[config.mk]
export PLATFORM = sky130hd
export DESIGN_NAME = uart_rx_frame_flat
export DESIGN_NICKNAME = d
export VERILOG_FILES = /design/src/rtl/uart_rx_frame_if.sv /design/src/rtl/uart_rx_frame.sv /design/src/flat_wrapper.sv
export SDC_FILE = /design/constraint.sdc
export NUM_CORES = 1
export LEC_CHECK = 0
export CAP_MARGIN = 20
export CELL_PAD_IN_SITES_DETAIL_PLACEMENT = 1
export CELL_PAD_IN_SITES_GLOBAL_PLACEMENT = 2
export CORE_MARGIN = 2
export CORE_UTILIZATION = 39
export DETAILED_ROUTE_END_ITERATION = 12
export PLACE_DENSITY_LB_ADDON = 0.1
export SLEW_MARGIN = 10
export SYNTH_ARGS = -nofsm -noshare
export SYNTH_HDL_FRONTEND = slang
export SYNTH_SLANG_ARGS = --single-unit
export TNS_END_PERCENT = 100
[constraint.sdc]
create_clock -name baud_clk -period 4.1 [get_ports baud_clk]
set_input_delay 0.82 -clock baud_clk [delete_from_list [all_inputs] [get_ports baud_clk]]
set_output_delay 0.82 -clock baud_clk [all_outputs]
set_load 0.005 [all_outputs]
[src/rtl/uart_rx_frame_if.sv]
// uart_rx_frame_if: serial line in, received word and frame status out
interface uart_rx_frame_if #(parameter int DATA_BITS = 8);
  logic                 data_rx;
  logic [DATA_BITS-1:0] data_out;
  logic                 active_flag;
  logic                 done_flag;
  logic                 parity_err;
  logic                 frame_err;
  logic                 break_flag;
  modport master (output data_rx, input data_out, active_flag, done_flag, parity_err, frame_err, break_flag);
  modport slave  (input data_rx, output data_out, active_flag, done_flag, parity_err, frame_err, break_flag);
endinterface

[src/rtl/uart_rx_frame.sv]
// uart_rx_frame: oversampled UART receiver with mid-bit sampling, parity/stop checks and break detection
module uart_rx_frame #(
  parameter int DATA_BITS  = 8,
  parameter int OVS        = 16,
  parameter bit PARITY_EN  = 1,
  parameter bit PARITY_ODD = 0,
  parameter int STOP_BITS  = 1
) (
  input  logic           baud_clk,
  input  logic           reset,
  uart_rx_frame_if.slave bus
);
  localparam int TW = $clog2(OVS);
  localparam int BW = $clog2(DATA_BITS);
  localparam logic [TW-1:0] T_LAST = TW'(OVS - 1);
  localparam logic [TW-1:0] T_MID  = TW'(OVS / 2 - 1);
  localparam logic [BW-1:0] B_LAST = BW'(DATA_BITS - 1);
  localparam logic          S_LAST = 1'(STOP_BITS - 1);

  typedef enum logic [2:0] {IDLE, START, DATA, PARITY, STOP, WAIT_HIGH} state_t;

  state_t               state, state_n;
  logic                 s1, s2;
  logic [TW-1:0]        tick_cnt, tick_n;
  logic [BW-1:0]        bit_cnt, bit_n;
  logic                 stop_cnt, stop_n;
  logic [DATA_BITS-1:0] shift_reg, shift_n, data_out, dout_n;
  logic                 xor_acc, xor_n, perr, perr_n, ferr, ferr_n, ones, ones_n;
  logic                 active_flag, act_n, done_flag, done_n;
  logic                 parity_err, pe_n, frame_err, fe_n, break_flag, bk_n;
  logic                 line, samp;

  assign line = s2;
  assign samp = tick_cnt == T_LAST;

  always_comb begin
    state_n = state;
    tick_n  = samp ? '0 : tick_cnt + 1'b1;
    bit_n   = bit_cnt;
    stop_n  = stop_cnt;
    shift_n = shift_reg;
    xor_n   = xor_acc;
    perr_n  = perr;
    ferr_n  = ferr;
    ones_n  = ones;
    dout_n  = data_out;
    act_n   = active_flag;
    done_n  = 1'b0;
    pe_n    = parity_err;
    fe_n    = frame_err;
    bk_n    = break_flag;
    case (state)
      IDLE: begin
        {pe_n, fe_n, bk_n, act_n} = 4'b0;
        tick_n = '0;
        if (!line) begin
          state_n = START;
          act_n   = 1'b1;
        end
      end
      START: begin
        tick_n = tick_cnt + 1'b1;
        if (tick_cnt == T_MID) begin
          tick_n = '0;
          if (line) begin
            state_n = IDLE;
            act_n   = 1'b0;
          end else begin
            state_n = DATA;
            bit_n   = '0;
            {xor_n, perr_n, ferr_n, ones_n} = 4'b0;
          end
        end
      end
      DATA: if (samp) begin
        shift_n = {line, shift_reg[DATA_BITS-1:1]};
        xor_n   = xor_acc ^ line;
        ones_n  = ones | line;
        bit_n   = bit_cnt + 1'b1;
        stop_n  = 1'b0;
        if (bit_cnt == B_LAST) state_n = PARITY_EN ? PARITY : STOP;
      end
      PARITY: if (samp) begin
        perr_n  = xor_acc ^ line ^ PARITY_ODD;
        ones_n  = ones | line;
        state_n = STOP;
      end
      STOP: if (samp) begin
        ferr_n = ferr | !line;
        ones_n = ones | line;
        stop_n = stop_cnt + 1'b1;
        // status is published from the latches so it appears only alongside done
        if (stop_cnt == S_LAST) begin
          done_n  = 1'b1;
          dout_n  = shift_reg;
          pe_n    = perr;
          fe_n    = ferr | !line;
          bk_n    = !(ones | line);
          act_n   = 1'b0;
          state_n = line ? IDLE : WAIT_HIGH;
        end
      end
      WAIT_HIGH: state_n = line ? IDLE : WAIT_HIGH;
      default: state_n = IDLE;
    endcase
  end

  always_ff @(posedge baud_clk or negedge reset)
    if (!reset) begin
      {s1, s2}    <= 2'b11;
      state       <= IDLE;
      tick_cnt    <= '0;
      bit_cnt     <= '0;
      stop_cnt    <= 1'b0;
      shift_reg   <= '0;
      {xor_acc, perr, ferr, ones} <= 4'b0;
      data_out    <= '0;
      active_flag <= 1'b0;
      done_flag   <= 1'b0;
      parity_err  <= 1'b0;
      frame_err   <= 1'b0;
      break_flag  <= 1'b0;
    end else begin
      {s1, s2}    <= {bus.data_rx, s1};
      state       <= state_n;
      tick_cnt    <= tick_n;
      bit_cnt     <= bit_n;
      stop_cnt    <= stop_n;
      shift_reg   <= shift_n;
      {xor_acc, perr, ferr, ones} <= {xor_n, perr_n, ferr_n, ones_n};
      data_out    <= dout_n;
      active_flag <= act_n;
      done_flag   <= done_n;
      parity_err  <= pe_n;
      frame_err   <= fe_n;
      break_flag  <= bk_n;
    end

  assign bus.data_out    = data_out;
  assign bus.active_flag = active_flag;
  assign bus.done_flag   = done_flag;
  assign bus.parity_err  = parity_err;
  assign bus.frame_err   = frame_err;
  assign bus.break_flag  = break_flag;
endmodule

[src/flat_wrapper.sv]
// flat-port wrapper written by rule: the top's interface ports become plain ports
module uart_rx_frame_flat 
#(
  parameter int DATA_BITS  = 8,
  parameter int OVS        = 16,
  parameter bit PARITY_EN  = 1,
  parameter bit PARITY_ODD = 0,
  parameter int STOP_BITS  = 1
)
  (baud_clk, reset, bus_data_rx, bus_data_out, bus_active_flag, bus_done_flag, bus_parity_err, bus_frame_err, bus_break_flag);
  uart_rx_frame_if #(.DATA_BITS(DATA_BITS)) bus_i ();
  input  logic baud_clk;
  input  logic reset;
  input wire logic [$bits(bus_i.data_rx)-1:0] bus_data_rx;
  output wire logic [$bits(bus_i.data_out)-1:0] bus_data_out;
  output wire logic [$bits(bus_i.active_flag)-1:0] bus_active_flag;
  output wire logic [$bits(bus_i.done_flag)-1:0] bus_done_flag;
  output wire logic [$bits(bus_i.parity_err)-1:0] bus_parity_err;
  output wire logic [$bits(bus_i.frame_err)-1:0] bus_frame_err;
  output wire logic [$bits(bus_i.break_flag)-1:0] bus_break_flag;
  assign bus_i.data_rx = bus_data_rx;
  assign bus_data_out = bus_i.data_out;
  assign bus_active_flag = bus_i.active_flag;
  assign bus_done_flag = bus_i.done_flag;
  assign bus_parity_err = bus_i.parity_err;
  assign bus_frame_err = bus_i.frame_err;
  assign bus_break_flag = bus_i.break_flag;
  uart_rx_frame #(.DATA_BITS(DATA_BITS), .OVS(OVS), .PARITY_EN(PARITY_EN), .PARITY_ODD(PARITY_ODD), .STOP_BITS(STOP_BITS)) u_core (.baud_clk(baud_clk), .reset(reset), .bus(bus_i));
endmodule
# --- Word-level counts from Yosys, hierarchy flattened ---
# Index checks and enable logic that the tools add are counted.
# W data, S select, Z words.
totals:
  inputBits: 3
  output_inout_bits: 13
  reg_bits: 38
op_classes:
  addsub: 3
  n_reduce_logical: 21
  n_mux: 47
  eq_ne: 18
  bitwise_logic: 4
ops:
  columns: ["op", "n"]
  rows:
  - ["$mux W3", 11]
  - ["$mux W1", 21]
  - ["$pmux W3 S6", 1]
  - ["$pmux W1 S2", 8]
  - ["$reduce_and A4 Y1", 4]
  - ["$ne A2 B1 Y1 const B", 7]
  - ["$reduce_bool A2 Y1", 6]
  - ["$eq A3 B3 Y1 const B", 3]
  - ["$reduce_and A3 Y1", 3]
  - ["$mux W4", 2]
  - ["$pmux W4 S2", 1]
  - ["$reduce_and A7 Y1", 1]
  - ["$eq A3 B2 Y1 const B", 2]
  - ["$ne A2 B2 Y1 const B", 3]
  - ["$pmux W3 S2", 1]
  - ["$reduce_and A5 Y1", 1]
  - ["$add A4 B1 Y4 const B", 1]
  - ["$eq A4 B3 Y1 const B", 1]
  - ["$eq A4 B4 Y1 const B", 1]
  - ["$add A3 B1 Y3 const B", 1]
  - ["$eq A3 B1 Y1 const B", 1]
  - ["$logic_not A3 Y1", 1]
  - ["$pmux W1 S3", 1]
  - ["$reduce_bool A3 Y1", 1]
  - ["other kinds (8)", 10]

# --- Logic depth before layout (Yosys ltp) ---
# Gate-level depths: netlist (run 1).
depth:
  depth_word: 5
  depth_mapped: 6

# --- Worst setup path after synthesis (run 1) ---
# Ideal clock, no wire load.
synth_timing:
  path_type: "register to register"
  start: "register u_core.tick_cnt[0]"
  end: "register u_core.data_out[0], in the netlist u_core.bus.data_out[0]"
  setup_slack_ns: 2.367
  period_less_slack_ns: 1.733
  stages_incl_launch_ff: 5
  setup_time_ns: 0.125
  arrival_ns: 1.608
  path_cell_list: "dfrtp_1 -> ha_1 -> nand3_1 -> nor4_4 -> mux2_2"
synth_between:
  elab_chain_cells: 2
synth_lines:
  columns: ["element", "line", "rtl"]
  rows:
  - ["start: declaration", "uart_rx_frame.sv:24", "logic [TW-1:0] tick_cnt, tick_n;"]
  - ["start signal: assignment", "uart_rx_frame.sv:126", "tick_cnt <= tick_n;"]
  - ["$eq A4 B4 Y1", "uart_rx_frame.sv:34", "assign samp = tick_cnt == T_LAST;"]
  - ["$reduce_and A3 Y1 (no source line)", null, null]
  - ["end signal: assignment", "uart_rx_frame.sv:131", "data_out <= dout_n;"]
  - ["end: declaration", "uart_rx_frame.sv:27", "logic [DATA_BITS-1:0] shift_reg, shift_n, data_out, dout_n;"]
# Every way passes these cells.
# A chain may end at the register's enable or synchronous reset.

# --- Worst setup path in the final report (run 1) ---
layout_timing:
  start: "register u_core.tick_cnt[0]"
  end: "register u_core.data_out[3], in the netlist u_core.bus.data_out[3]"
# Same word-level chain as after synthesis.

==> impl_metrics.tcl, run 1 <==
set metrics [dict create \
    antenna_left 0 \
    synth_area_leaders "dfrtp_1 51%, nand2_1 6.2%, mux2_2 5.1%" \
    syn_area_per_cell_um2 10.5 \
    worst_pin_slew_ps 859 \
    clk_root_buffer_cell "clkbuf_8" \
    routabilityCongestion 0.695 \
    path_clk_slew_ps 80 \
    synthAdderAreaFrac_pct 2.12 \
    yosys.area.top_type_share_pct 51.0 \
    cpLargestDelayFamily "simple AND/OR/NAND/NOR gates" \
    maxCapViolations 0 \
    setup_viol 0 \
    drive_gt1_share_pct 12.7 \
    die_w_um 71.3 \
    critical_path.endpoint_type "flop" \
    min_period_ps 2280 \
    async_reset_ff_share_pct 100 \
    synth_cell_types 40 \
    postPlaceCellArea_um2 1920 \
    cts.sinks 38 \
    firstDrtPassIters 4 \
    hpwl_um 2760 \
    synth_top_family_by_area "simple AND/OR/NAND/NOR gates" \
    crit_path_cell_trace "ha_1, nand3_1, nor4_4, mux2_2" \
    max_stage_delay_ps 690 \
    clock_skew_ps 6.45 \
    ir_drop_uv 241 \
    cts_resized 0 \
    power_density_nw_per_um2 455 \
    port_buffers 15 \
    fin_setup_tns_ps 0 \
    max_freq_mhz 439 \
    synth.largest_area_cell "dfrtp_1" \
    path_buf_inv 0 \
    synth_most_common_cell "dfrtp_1" \
    hold_path.class "flop to flop" \
    cts_hold_buf 0 \
    max_slew_margin_pct 42.7 \
    critPathLaunchType "flop" \
    die_y_um 71.3 \
    arrival_ps 2470 \
    hold_violations 0 \
    synthXorXnorAreaFrac_pct 1.49 \
    drv_slew 0 \
    synth_area_um2 1770 \
    n_antenna_cell 0 \
    ys.flop_type "dfrtp_1" \
    grtUsageTotal_pct 18.2 \
    n_fill_cell 486 \
    cts_max_path_buffers 2 \
    synth.top_cells.by_count "36 x dfrtp_1, 29 x nand2_1, 11 x nor2_1" \
    routedWlPerCell_um 17.2 \
    clock_latency_ps 300 \
    grt_pass1_wl_um 7100 \
    synth-edff-count 0 \
    status "complete, no violations" \
    h-tree-depth 2 \
    yosysWarnings 0 \
    fp.dieArea_um2 5090 \
    cp_max_fo 14 \
    ys_seq_elements 38 \
    critical_path_required_ps 4290 \
    synth_cells 168 \
    nets 186 \
    syn_nets 174 \
    start_util_pct 40.6 \
    routed_via_density 5.67 \
    cts_made_buffers 5 \
    grt_start_max_net_pins 39 \
    grt_setup_unrepaired "false" \
    design_area_um2 2010 \
    yosysSeqAreaShare_pct 53.9 \
    fin_hold_ws_ps 361 \
    design.core.area_um2 4350 \
    synth_compound_area_share_pct 15.4 \
    rows 24 \
    synthSimpleGateAreaFrac_pct 18.3 \
    cts_setup_buffers 0 \
    cp_slowest_cell "nor4_4" \
    finalCritPeriodShare_pct 55.6 \
    grt_pass1_vias 1446 \
    gr-total-overflow 0 \
    drtIter0Drc 83 \
    reg2reg_slack_ps 1820 \
    synthMuxAreaShare_pct 5.10 \
    cts_tree "built" \
    grt_antenna_before_repair 0 \
    vias 1322 \
    drc 0 \
    p_leak_nw 0.902 \
    io_pins 16 \
    wl_um 4020 \
    crit_type "flop to flop" \
    syn_to_final_growth_pct 13.9 \
]
==> per-layer routing <==
layer  routed length (um)  GRT usage, %
met1                 1840          23.5
met3                  114          4.22
met2                 2000          29.5
met4                   59          7.55
met5                    0             0
==> worst paths after layout <==
path                                    startpoint                     end  cells after the start
worst max-delay path            u_core.tick_cnt[0]  u_core.bus.data_out[3]                      4
max in group asynchronous                    reset   u_core.bus.break_flag                      1
worst min register to register           u_core.s1             u_core.line                      0
min in group asynchronous                    reset      u_core.tick_cnt[3]                      1
worst max register to register  u_core.tick_cnt[0]  u_core.bus.data_out[3]                      4
worst min-delay path                     u_core.s1             u_core.line                      0
==> layout by cell type (no fill, tap or decap), types with 2 or more instances in the layout <==
cell / instances
nor2b_1: 4
or3_1: 2
clkdlybuf4s50_1: 14
nor2_1: 11
o21ai_0: 8
clkbuf_8: 5
dfstp_2: 2
mux2_2: 8
nand2b_1: 2
nand3b_1: 2
nand2_1: 29
a32o_1: 2
inv_1: 3
xnor2_1: 3
dfrtp_1: 36
a211o_1: 2
a21oi_1: 10
nor3b_1: 3
ha_1: 3
nand3_1: 3
a22o_1: 6
nor3_1: 2
==> power breakdown <==
part | switching [mW] | total (mW) | internal (mW)
Sequential | 0.0709 | 0.480 | 0.409
Combinational | 0.0974 | 0.177 | 0.0799
Clock | 0.139 | 0.259 | 0.119
==> cells by family (layout without fill, tap and decap cells) <==
kind of cell,count (synthesis),after routing
flip-flops,38,38
AO/OA/AOI/OAI,39,39
buffers and inverters,13,26
adder cells (fa/ha/maj),3,3
XOR/XNOR,3,3
AND/OR/NAND/NOR,64,64
multiplexers,8,8
==> worst reg2reg max path, stage by stage (launching register included) <==
cell and delay (ps):
dfrtp_1 370, ha_1 270, nand3_1 430, nor4_4 690, mux2_2 410
==> area by class of cell <==
| cell class | instances | area [um^2] | area share [%] |
|---|---|---|---|
| Clock buffer | 5 | 68.8 | 3.42 |
| Clock inverter | 3 | 21.3 | 1.06 |
| Inverter | 3 | 11.3 | 0.559 |
| Multi-Input combinational cell | 117 | 748 | 37.2 |
| Sequential cell | 38 | 953 | 47.4 |
| Tap cell | 52 | 65.1 | 3.23 |
| Timing Repair Buffer | 15 | 145 | 7.21 |
==> through the flow <==
stage / util [%] / cells / power (mW) / worst slack (ps)
2_1_floorplan: - / 168 / 0.616 / 2370
3_3_place_gp: 44.2 / 225 / 0.653 / 1850
3_5_place_dp: 44.2 / 225 / 0.665 / 1770
4_1_cts: 46.2 / 233 / 0.925 / 1760
5_1_grt: 46.2 / 233 / 0.978 / 1630
6_report: 46.2 / 233 / 0.916 / 1820
Note: power is estimated with default switching activity, not from simulation.
==> inputs of run 2 (changes only) <==
CORE_UTILIZATION = 37   (was 39)
clock period = 2.2 ns   (was 4.1 ns; I/O delays follow)
==> impl_metrics.tcl, run 2 (synthesis results as in run 1) <==
set metrics [dict create \
    layout_common_cells "36 x dfrtp_1, 29 x nand2_1, 14 x clkdlybuf4s50_1, 11 x nor2_1" \
    fp.dieArea_um2 5350 \
    power_density_nw_per_um2 839 \
    max_slew_margin_pct 42.7 \
    max_stage_delay_ps 380 \
    setup_viol 0 \
    port_buffers 15 \
    drtIter0Drc 66 \
    cts_max_path_buffers 2 \
    maxCapViolations 0 \
    post-place-ws_ps 203 \
    reg2reg_depth 6 \
    max_freq_mhz 495 \
    wl_um 4110 \
    vias 1322 \
    cts_hold_buf 0 \
    power_mw 1.76 \
    hold_violations 0 \
    critical_path_required_ps 2430 \
    cp_max_fo 9 \
    setup_ws_ps 181 \
    drv_slew 0 \
    design_area_um2 2090 \
    p_leak_nw 0.950 \
    n_fill_cell 526 \
    drc 0 \
    arrival_ps 2250 \
    drive_gt1_share_pct 17.3 \
    die_w_um 73.1 \
    crit_type "flop to flop" \
    worst_pin_slew_ps 860 \
    cts_made_buffers 5 \
    design.core.area_um2 4660 \
    grt_start_max_net_pins 39 \
    rows 25 \
    io_pins 16 \
    die_y_um 73.1 \
    grt_pass1_vias 1340 \
    grt_antenna_before_repair 0 \
    syn_to_final_growth_pct 18.3 \
    cts_tree "built" \
    nets 196 \
    ir_drop_uv 316 \
    cpLargestDelayFamily "simple AND/OR/NAND/NOR gates" \
    layout_commonest_cell "dfrtp_1" \
    routedWlPerCell_um 16.8 \
    crit_path_cell_trace "ha_1, nand3_1, buf_4, or3_1, o31ai_1, a22o_1" \
    clk_root_buffer_cell "clkbuf_8" \
    cts_setup_buffers 0 \
    grt_setup_unrepaired "false" \
    firstDrtPassIters 4 \
    routabilityCongestion 0.797 \
    gr-total-overflow 0 \
    cts.sinks 38 \
    fin_hold_ws_ps 258 \
    finalCritPeriodShare_pct 91.8 \
    status "complete, no violations" \
    start_util_pct 37.9 \
    critPathLaunchType "flop" \
    h-tree-depth 2 \
    routed_via_density 5.40 \
    min_period_ps 2020 \
    cts_resized 0 \
    worst-path-stages 6 \
    hpwl_um 2850 \
    grt_pass1_wl_um 6790 \
    antenna_left 0 \
    clock_latency_ps 290 \
    hold_path.class "primary input to asynchronous set/reset pin" \
    path_buf_inv 1 \
    path_clk_slew_ps 80 \
    clock_skew_ps 6.41 \
    postPlaceCellArea_um2 2000 \
    fin_setup_tns_ps 0 \
    cp_slowest_cell "dfrtp_1" \
    grtUsageTotal_pct 17.0 \
    n_antenna_cell 0 \
    critical_path.endpoint_type "flop" \
]
==> run 2: through the flow <==
stage | utilization [%] | instances
after floorplan | - | 168
after global placement | 42.9 | 237
after CTS | 44.9 | 245
after global routing | 44.9 | 245
after detailed placement | 42.9 | 237
final | 44.9 | 245
==> run 2: power by group <==
part	internal, mW	total, mW	switching (mW)
Combinational	0.190	0.423	0.233
Sequential	0.763	0.849	0.0861
Clock	0.223	0.483	0.260
Total	1.18	1.76	0.580
==> run 2: cell type report <==
| class | instances | area [um^2] | share of cell area, % |
|---|---|---|---|
| clock buffer | 5 | 68.8 | 3.29 |
| clock inverter | 3 | 21.3 | 1.02 |
| inverter | 3 | 11.3 | 0.539 |
| multi-input combinational | 117 | 748 | 35.8 |
| sequential | 38 | 953 | 45.6 |
| tap | 54 | 67.6 | 3.23 |
| timing repair buffer | 25 | 220 | 10.5 |
==> run 2: worst paths after layout <==
path / to / from / slack (ps)
hold reg to reg: u_core.line / u_core.s1 / 360
min in group baud_clk: u_core.line / u_core.s1 / 360
setup / recovery: u_core.bus.break_flag / u_core.tick_cnt[0] / 180
hold / removal: u_core.ones / reset / 260
max in group asynchronous: u_core.xor_acc / reset / 1410
setup reg to reg: u_core.bus.break_flag / u_core.tick_cnt[0] / 180
==> run 2: worst reg2reg max path: stages, from the launching register on <==
cell and delay, ps:
dfrtp_1 380, ha_1 310, nand3_1 280, buf_4 260, or3_1 360, o31ai_1 210, a22o_1 150
==> run 2: per-layer routing <==
metal	share of wire, %	global-route usage (%)	wire [um]	vias to the layer above
met5	0	0	0	-
met4	0.90	5.56	37	0
met3	2.3	3.73	93	5
met1	47	22.4	1930	667
met2	50	27.6	2050	19
li1	-	-	-	631
==> inputs of run 3 (changes only) <==
SETUP_SLACK_MARGIN = 0.05   (was unset)
==> results of run 3 <==
The final DEF is identical to that of run 2; final timing and power are the same.
